[src/rtl/uart_tx_mmio.sv]
// Memory-mapped 8N1 UART transmitter: store-bus decode, byte FIFO, serializer FSM
// and a pollable status word for the load path.
`timescale 1ns/1ps
module uart_tx_mmio #(
    parameter int          CLKS_PER_BIT = 868,
    parameter int          FIFO_DEPTH   = 8,
    parameter logic [31:0] TX_ADDR      = 32'h0000_0400,
    parameter logic [31:0] STATUS_ADDR  = 32'h0000_0404
) (
    input  logic        clk,
    input  logic        reset,
    input  logic        WE,
    input  logic [31:0] ADDR,
    input  logic [31:0] WD,
    output logic [31:0] RD,
    output logic        hit,
    output logic        tx,
    output logic        busy
);

    localparam int PTR_W  = $clog2(FIFO_DEPTH);
    localparam int CNT_W  = PTR_W + 1;
    localparam int BAUD_W = $clog2(CLKS_PER_BIT);
    localparam logic [BAUD_W-1:0] BAUD_LAST = BAUD_W'(CLKS_PER_BIT - 1);
    localparam logic [CNT_W-1:0]  DEPTH_C   = CNT_W'(FIFO_DEPTH);

    typedef enum logic [1:0] {
        IDLE  = 2'd0,
        START = 2'd1,
        DATA  = 2'd2,
        STOP  = 2'd3
    } state_e;

    logic [7:0]       mem_q [FIFO_DEPTH];
    logic [PTR_W-1:0] wr_ptr_q, wr_ptr_d;
    logic [PTR_W-1:0] rd_ptr_q, rd_ptr_d;
    logic [CNT_W-1:0] count_q, count_d;
    logic             ovf_q, ovf_d;
    state_e           state_q, state_d;
    logic [BAUD_W-1:0] baud_q, baud_d;
    logic [2:0]       bit_q, bit_d;
    logic [7:0]       shift_q, shift_d;
    logic             tx_q, tx_d;
    logic             busy_q, busy_d;

    logic sel_tx_s, sel_status_s, full_s, empty_s;
    logic push_req_s, push_s, pop_s, ovf_set_s, ovf_clr_s, baud_last_s;
    logic [7:0] count_ext_s;
    logic unused_wd_s;

    assign sel_tx_s     = (ADDR == TX_ADDR);
    assign sel_status_s = (ADDR == STATUS_ADDR);
    assign full_s       = (count_q == DEPTH_C);
    assign empty_s      = (count_q == {CNT_W{1'b0}});
    assign pop_s        = (state_q == IDLE) && !empty_s;
    assign push_req_s   = WE && sel_tx_s;
    // A full FIFO still accepts a byte when the FSM frees a slot on the same edge.
    assign push_s       = push_req_s && (!full_s || pop_s);
    assign ovf_set_s    = push_req_s && !push_s;
    assign ovf_clr_s    = WE && sel_status_s && WD[0];
    assign baud_last_s  = (baud_q == BAUD_LAST);
    assign count_ext_s  = 8'(count_q);
    assign unused_wd_s  = ^WD[31:8];

    assign hit  = sel_tx_s || sel_status_s;
    assign tx   = tx_q;
    assign busy = busy_q;

    // Status word decode for the load path
    always_comb begin
        RD = 32'h0000_0000;
        if (sel_status_s) begin
            RD = {16'h0000, count_ext_s, 4'h0, ovf_q, busy_q, empty_s, full_s};
        end else begin
            RD = 32'h0000_0000;
        end
    end

    // FIFO pointer, occupancy and overflow-flag next state
    always_comb begin
        wr_ptr_d = wr_ptr_q;
        rd_ptr_d = rd_ptr_q;
        count_d  = count_q;
        ovf_d    = ovf_q;
        if (push_s) begin
            wr_ptr_d = wr_ptr_q + PTR_W'(1);
        end else begin
            wr_ptr_d = wr_ptr_q;
        end
        if (pop_s) begin
            rd_ptr_d = rd_ptr_q + PTR_W'(1);
        end else begin
            rd_ptr_d = rd_ptr_q;
        end
        case ({push_s, pop_s})
            2'b10:   count_d = count_q + CNT_W'(1);
            2'b01:   count_d = count_q - CNT_W'(1);
            default: count_d = count_q;
        endcase
        if (ovf_set_s) begin
            ovf_d = 1'b1;
        end else if (ovf_clr_s) begin
            ovf_d = 1'b0;
        end else begin
            ovf_d = ovf_q;
        end
    end

    // Serializer next state; tx is computed one edge ahead so it leaves a flop
    always_comb begin
        state_d = state_q;
        baud_d  = baud_q;
        bit_d   = bit_q;
        shift_d = shift_q;
        tx_d    = tx_q;
        case (state_q)
            IDLE: begin
                tx_d = 1'b1;
                if (pop_s) begin
                    shift_d = mem_q[rd_ptr_q];
                    baud_d  = {BAUD_W{1'b0}};
                    state_d = START;
                    tx_d    = 1'b0;
                end else begin
                    state_d = IDLE;
                end
            end
            START: begin
                if (baud_last_s) begin
                    state_d = DATA;
                    bit_d   = 3'd0;
                    baud_d  = {BAUD_W{1'b0}};
                    tx_d    = shift_q[0];
                end else begin
                    baud_d  = baud_q + BAUD_W'(1);
                end
            end
            DATA: begin
                if (baud_last_s) begin
                    baud_d = {BAUD_W{1'b0}};
                    if (bit_q == 3'd7) begin
                        state_d = STOP;
                        tx_d    = 1'b1;
                    end else begin
                        shift_d = {1'b0, shift_q[7:1]};
                        bit_d   = bit_q + 3'd1;
                        tx_d    = shift_q[1];
                    end
                end else begin
                    baud_d = baud_q + BAUD_W'(1);
                end
            end
            STOP: begin
                tx_d = 1'b1;
                if (baud_last_s) begin
                    state_d = IDLE;
                    baud_d  = {BAUD_W{1'b0}};
                end else begin
                    baud_d  = baud_q + BAUD_W'(1);
                end
            end
            default: begin
                state_d = IDLE;
                tx_d    = 1'b1;
            end
        endcase
        busy_d = (state_d != IDLE);
    end

    // FIFO storage; contents need no reset because occupancy gates every read
    always_ff @(posedge clk) begin
        if (push_s) begin
            mem_q[wr_ptr_q] <= WD[7:0];
        end
    end

    // State registers with synchronous reset
    always_ff @(posedge clk) begin
        if (reset) begin
            wr_ptr_q <= {PTR_W{1'b0}};
            rd_ptr_q <= {PTR_W{1'b0}};
            count_q  <= {CNT_W{1'b0}};
            ovf_q    <= 1'b0;
            state_q  <= IDLE;
            baud_q   <= {BAUD_W{1'b0}};
            bit_q    <= 3'd0;
            shift_q  <= 8'h00;
            tx_q     <= 1'b1;
            busy_q   <= 1'b0;
        end else begin
            wr_ptr_q <= wr_ptr_d;
            rd_ptr_q <= rd_ptr_d;
            count_q  <= count_d;
            ovf_q    <= ovf_d;
            state_q  <= state_d;
            baud_q   <= baud_d;
            bit_q    <= bit_d;
            shift_q  <= shift_d;
            tx_q     <= tx_d;
            busy_q   <= busy_d;
        end
    end

endmodule

[config.mk]
export PLATFORM = sky130hd
export DESIGN_NAME = uart_tx_mmio
export DESIGN_NICKNAME = d
export VERILOG_FILES = /design/src/rtl/uart_tx_mmio.sv
export SDC_FILE = /design/constraint.sdc
export NUM_CORES = 1
export LEC_CHECK = 0
export BUFFER_PORTS_ARGS = -buffer_cell sky130_fd_sc_hd__buf_4
export CORE_MARGIN = 3
export CORE_UTILIZATION = 50
export DETAILED_ROUTE_END_ITERATION = 8
export HOLD_SLACK_MARGIN = 0.12
export PLACE_DENSITY = 0.74
export SYNTH_ARGS = -nofsm -noshare
export SYNTH_HDL_FRONTEND = slang
export SYNTH_SLANG_ARGS = --single-unit
[constraint.sdc]
create_clock -name clk -period 3.8 [get_ports clk]
set_input_delay 0.57 -clock clk [delete_from_list [all_inputs] [get_ports clk]]
set_output_delay 0.57 -clock clk [all_outputs]
set_load 0.05 [all_outputs]
==> out/qor.yml <==
synthesis:
  synth_most_common_cell: "sky130_fd_sc_hd__edfxtp_1"
  synth_top_cells_by_count: "sky130_fd_sc_hd__edfxtp_1 (64), sky130_fd_sc_hd__dfxtp_1 (39), sky130_fd_sc_hd__nor2_1 (32)"
  netlist-cell-type-count: 66
  syn_area_per_cell_sq_um: 12.7
  synth_async_sr_flop_share: 0
  synth_sequential_area_ratio: 0.559
  predominant_post_synthesis_flop_cell: "sky130_fd_sc_hd__edfxtp_1"
  synth.ff_latch_count: 103
  synthTopCellsByArea: "sky130_fd_sc_hd__edfxtp_1 (40%), sky130_fd_sc_hd__dfxtp_1 (16%), sky130_fd_sc_hd__mux4_2 (7.4%)"
  synth_edf_count: 64
  synthDominantAreaCellType: "sky130_fd_sc_hd__edfxtp_1"
  synth_cells: 381
  synth_warnings: 0
  mappedNetlistArea_sq_um: 4840
  post-synth-top-area-fraction: 0.397
placed_design:
  dpl-instance-area_sq_um: 5300
  place.port_buffers: 53
  final_wtd_congestion: 0.848
  hpwlAfterDp_mm: 6.42
clocking:
  tritoncts.num_buffers: 9
  cts_setup_buffers: 0
  cts.clk_slew.worst_paths_ps: 100
  clock_insertion_delay_worst_skew_ps: 360
  h-tree-depth: 3
  cts_root_buf: "sky130_fd_sc_hd__clkbuf_8"
  post_cts_resize_count: 0
  tritoncts_clock_tree: "yes"
  tritoncts_num_sinks: 103
  cts.path.max_buffers: 2
  cts.hold.buffers_added: 0
timing:
  whs_ps: 428
  final_max_slew_viol_count: 0
  timing.slew.headroom: 0.480
  final_min_period_over_clock_period: 0.734
  achievable-frequency_mhz: 359
  timing.final.setup_violations: 0
  clock-skew-final_ps: 12.6
  post_route_setup_tns_ps: 0
  hold_viol_final: 0
  post-route-min-period_ps: 2790
  rsz0062_at_grt: "no"
  slew_at_the_pin_with_the_worst_max_slew_slack_ps: 779
final_layout:
  insertedDiodeCount: 0
  nFillCells: 755
  flow.area_growth_from_synthesis_pct: 13.6
  design_area_sq_um: 5500
  post_route_cells_drive_above_1_share: 0.276
  final_nets: 512
grt:
  antenna_violations_before_repair: 0
  grt_pass1_vias: 3070
  groute.usage.overall: 0.179
  grt_start_max_net_pins: 42
  grt_pass1_wl_mm: 15.4
  sum_of_overflow_across_all_layers_after_global_routing: 0
routing:
  vias: 3142
  vias_per_cell: 5.50
  detailedRoute.firstPassIterationCount: 4
  wire_per_inst_um: 16.3
  drt_first_iter_violations: 162
  drt_antenna_net_count: 0
  routed_wirelength_mm: 9.29
  drt_drc_violations_left: 0
setup_path:
  setup.worst_path.class: "reg -> reg"
  ff2ff_path_depth: 11
  crit_path_end_kind: "flip-flop"
  timing.critical_path.from_type: "flip-flop"
  arrival_ps: 3090
  critical_path.max_fanout: 11
  required_ps: 4100
run:
  maxCapViolations: 0
pwr:
  irDropWorstVdd_v: 0.000340
  cellLeakagePower_nw: 1.98
  power_mw: 1.96
  powerDensity_nw_per_um2: 357
hold_path:
  class_of_the_tightest_hold_or_removal_check: "in -> reg"
  worstHoldPathCells: 1
die:
  row_count: 35
  initial_core_util: 0.519
  fp.dieW_um: 104
  die_height_um: 104
  core_region_area_sq_um: 9330
  die_area_sq_um: 10900
  boundaryPins: 102
status:
  outcome: "finished, final reports clean"
## where the power goes
part / total [mW] / switching (mW) / internal [mW]
Sequential: 1.18 / 0.00000000102 / 1.18
Clock: 0.670 / 0.383 / 0.287
Combinational: 0.111 / 0.0791 / 0.0321
## worst max-delay path, stage by stage, from the launching register on
cell and delay, ps:
sky130_fd_sc_hd__dfxtp_1 410, sky130_fd_sc_hd__or4b_4 600, sky130_fd_sc_hd__o21ai_2 170, sky130_fd_sc_hd__nor3_2 70
sky130_fd_sc_hd__inv_2 200, sky130_fd_sc_hd__ha_1 290, sky130_fd_sc_hd__xor2_1 170, sky130_fd_sc_hd__ha_1 160
sky130_fd_sc_hd__a21oi_1 50, sky130_fd_sc_hd__xor2_1 160, sky130_fd_sc_hd__or3_1 310, sky130_fd_sc_hd__a21oi_1 140
## flip-flops by register name, summed over array words and instances, names as in the netlist, 2 cells and up, named ones only
signal	flops
baud_q	10
bit_q	3
count_q	4
mem_q	64
rd_ptr_q	3
shift_q	8
state_q	2
wr_ptr_q	3
## cell usage in the layout (no fill, tap or decap), types with 2 or more instances in the layout
cell type,netlist,routed
sky130_fd_sc_hd__nor3_2,2,2
sky130_fd_sc_hd__a31oi_1,2,2
sky130_fd_sc_hd__buf_4,26,63
sky130_fd_sc_hd__nand3_1,11,11
sky130_fd_sc_hd__a211oi_1,2,2
sky130_fd_sc_hd__a21o_1,2,2
sky130_fd_sc_hd__xor2_1,4,4
sky130_fd_sc_hd__xnor2_1,2,2
sky130_fd_sc_hd__and2_1,7,7
sky130_fd_sc_hd__ha_1,8,8
sky130_fd_sc_hd__nand2_1,21,21
sky130_fd_sc_hd__clkbuf_8,0,11
sky130_fd_sc_hd__inv_1,4,4
sky130_fd_sc_hd__a32o_1,6,6
sky130_fd_sc_hd__nor2b_1,4,4
sky130_fd_sc_hd__nand4_1,3,3
sky130_fd_sc_hd__nor2_1,32,32
sky130_fd_sc_hd__or3_1,3,3
sky130_fd_sc_hd__or4b_1,3,3
sky130_fd_sc_hd__nor4_1,15,15
sky130_fd_sc_hd__nand2b_1,4,4
sky130_fd_sc_hd__nand4b_1,2,2
sky130_fd_sc_hd__nor3_1,6,6
sky130_fd_sc_hd__inv_8,0,2
sky130_fd_sc_hd__mux2i_1,9,9
sky130_fd_sc_hd__and3_1,2,2
sky130_fd_sc_hd__a311oi_1,3,3
sky130_fd_sc_hd__nand3b_1,3,3
sky130_fd_sc_hd__conb_1,1,24
sky130_fd_sc_hd__mux4_2,16,16
sky130_fd_sc_hd__a21oi_1,13,13
sky130_fd_sc_hd__dfxtp_1,39,39
sky130_fd_sc_hd__nor4b_2,3,5
sky130_fd_sc_hd__edfxtp_1,64,64
sky130_fd_sc_hd__o21ai_0,11,11
sky130_fd_sc_hd__mux2_2,4,4
## final cells by class
| class | instances | area [sq um] | area share |
|---|---|---|---|
| inverters | 6 | 25.0 | 0.00455 |
| flip-flops and latches | 103 | 2700 | 0.492 |
| clock inverters | 5 | 47.5 | 0.00865 |
| multi-input cells | 254 | 1940 | 0.352 |
| repair buffers | 63 | 473 | 0.0860 |
| clock buffers | 11 | 151 | 0.0275 |
| well taps | 129 | 161 | 0.0294 |
## kinds of logic (layout without fill, tap and decap cells)
logic type,count (synthesis),count (layout),share of synthesized area
other cells,1,24,0.000775
buf+inv,47,85,0.0615
mux,29,29,0.102
xor+xnor,6,6,0.0109
flops,103,103,0.559
simple gates,136,136,0.169
compound gates,51,51,0.0763
fa+ha+maj,8,8,0.0207
## through the flow
stage / instances / worst slack (ps) / utilization
after global routing: 571 / 780 / 0.589
after floorplan: 404 / 536 / -
after global placement: 555 / 732 / 0.568
after CTS: 571 / 979 / 0.589
final: 571 / 1010 / 0.589
after detailed placement: 555 / 698 / 0.568
## metal layers
layer,part of all wire,global-route usage,vias up
met2,0.51,0.299,73
met3,0.044,0.0435,15
met1,0.43,0.229,1543
li1,-,-,1511
met5,0,0,-
met4,0.016,0.0570,0
## final timing paths
check	from	slack, ps	endpoint
min	WD[7]	430	mem_q[5][7]
min reg2reg	shift_q[0]	480	shift_q[0]
max	count_q[0]	1010	count_q[2]
max reg2reg	count_q[0]	1010	count_q[2]
No activity file was read; power rests on OpenSTA's default activity.
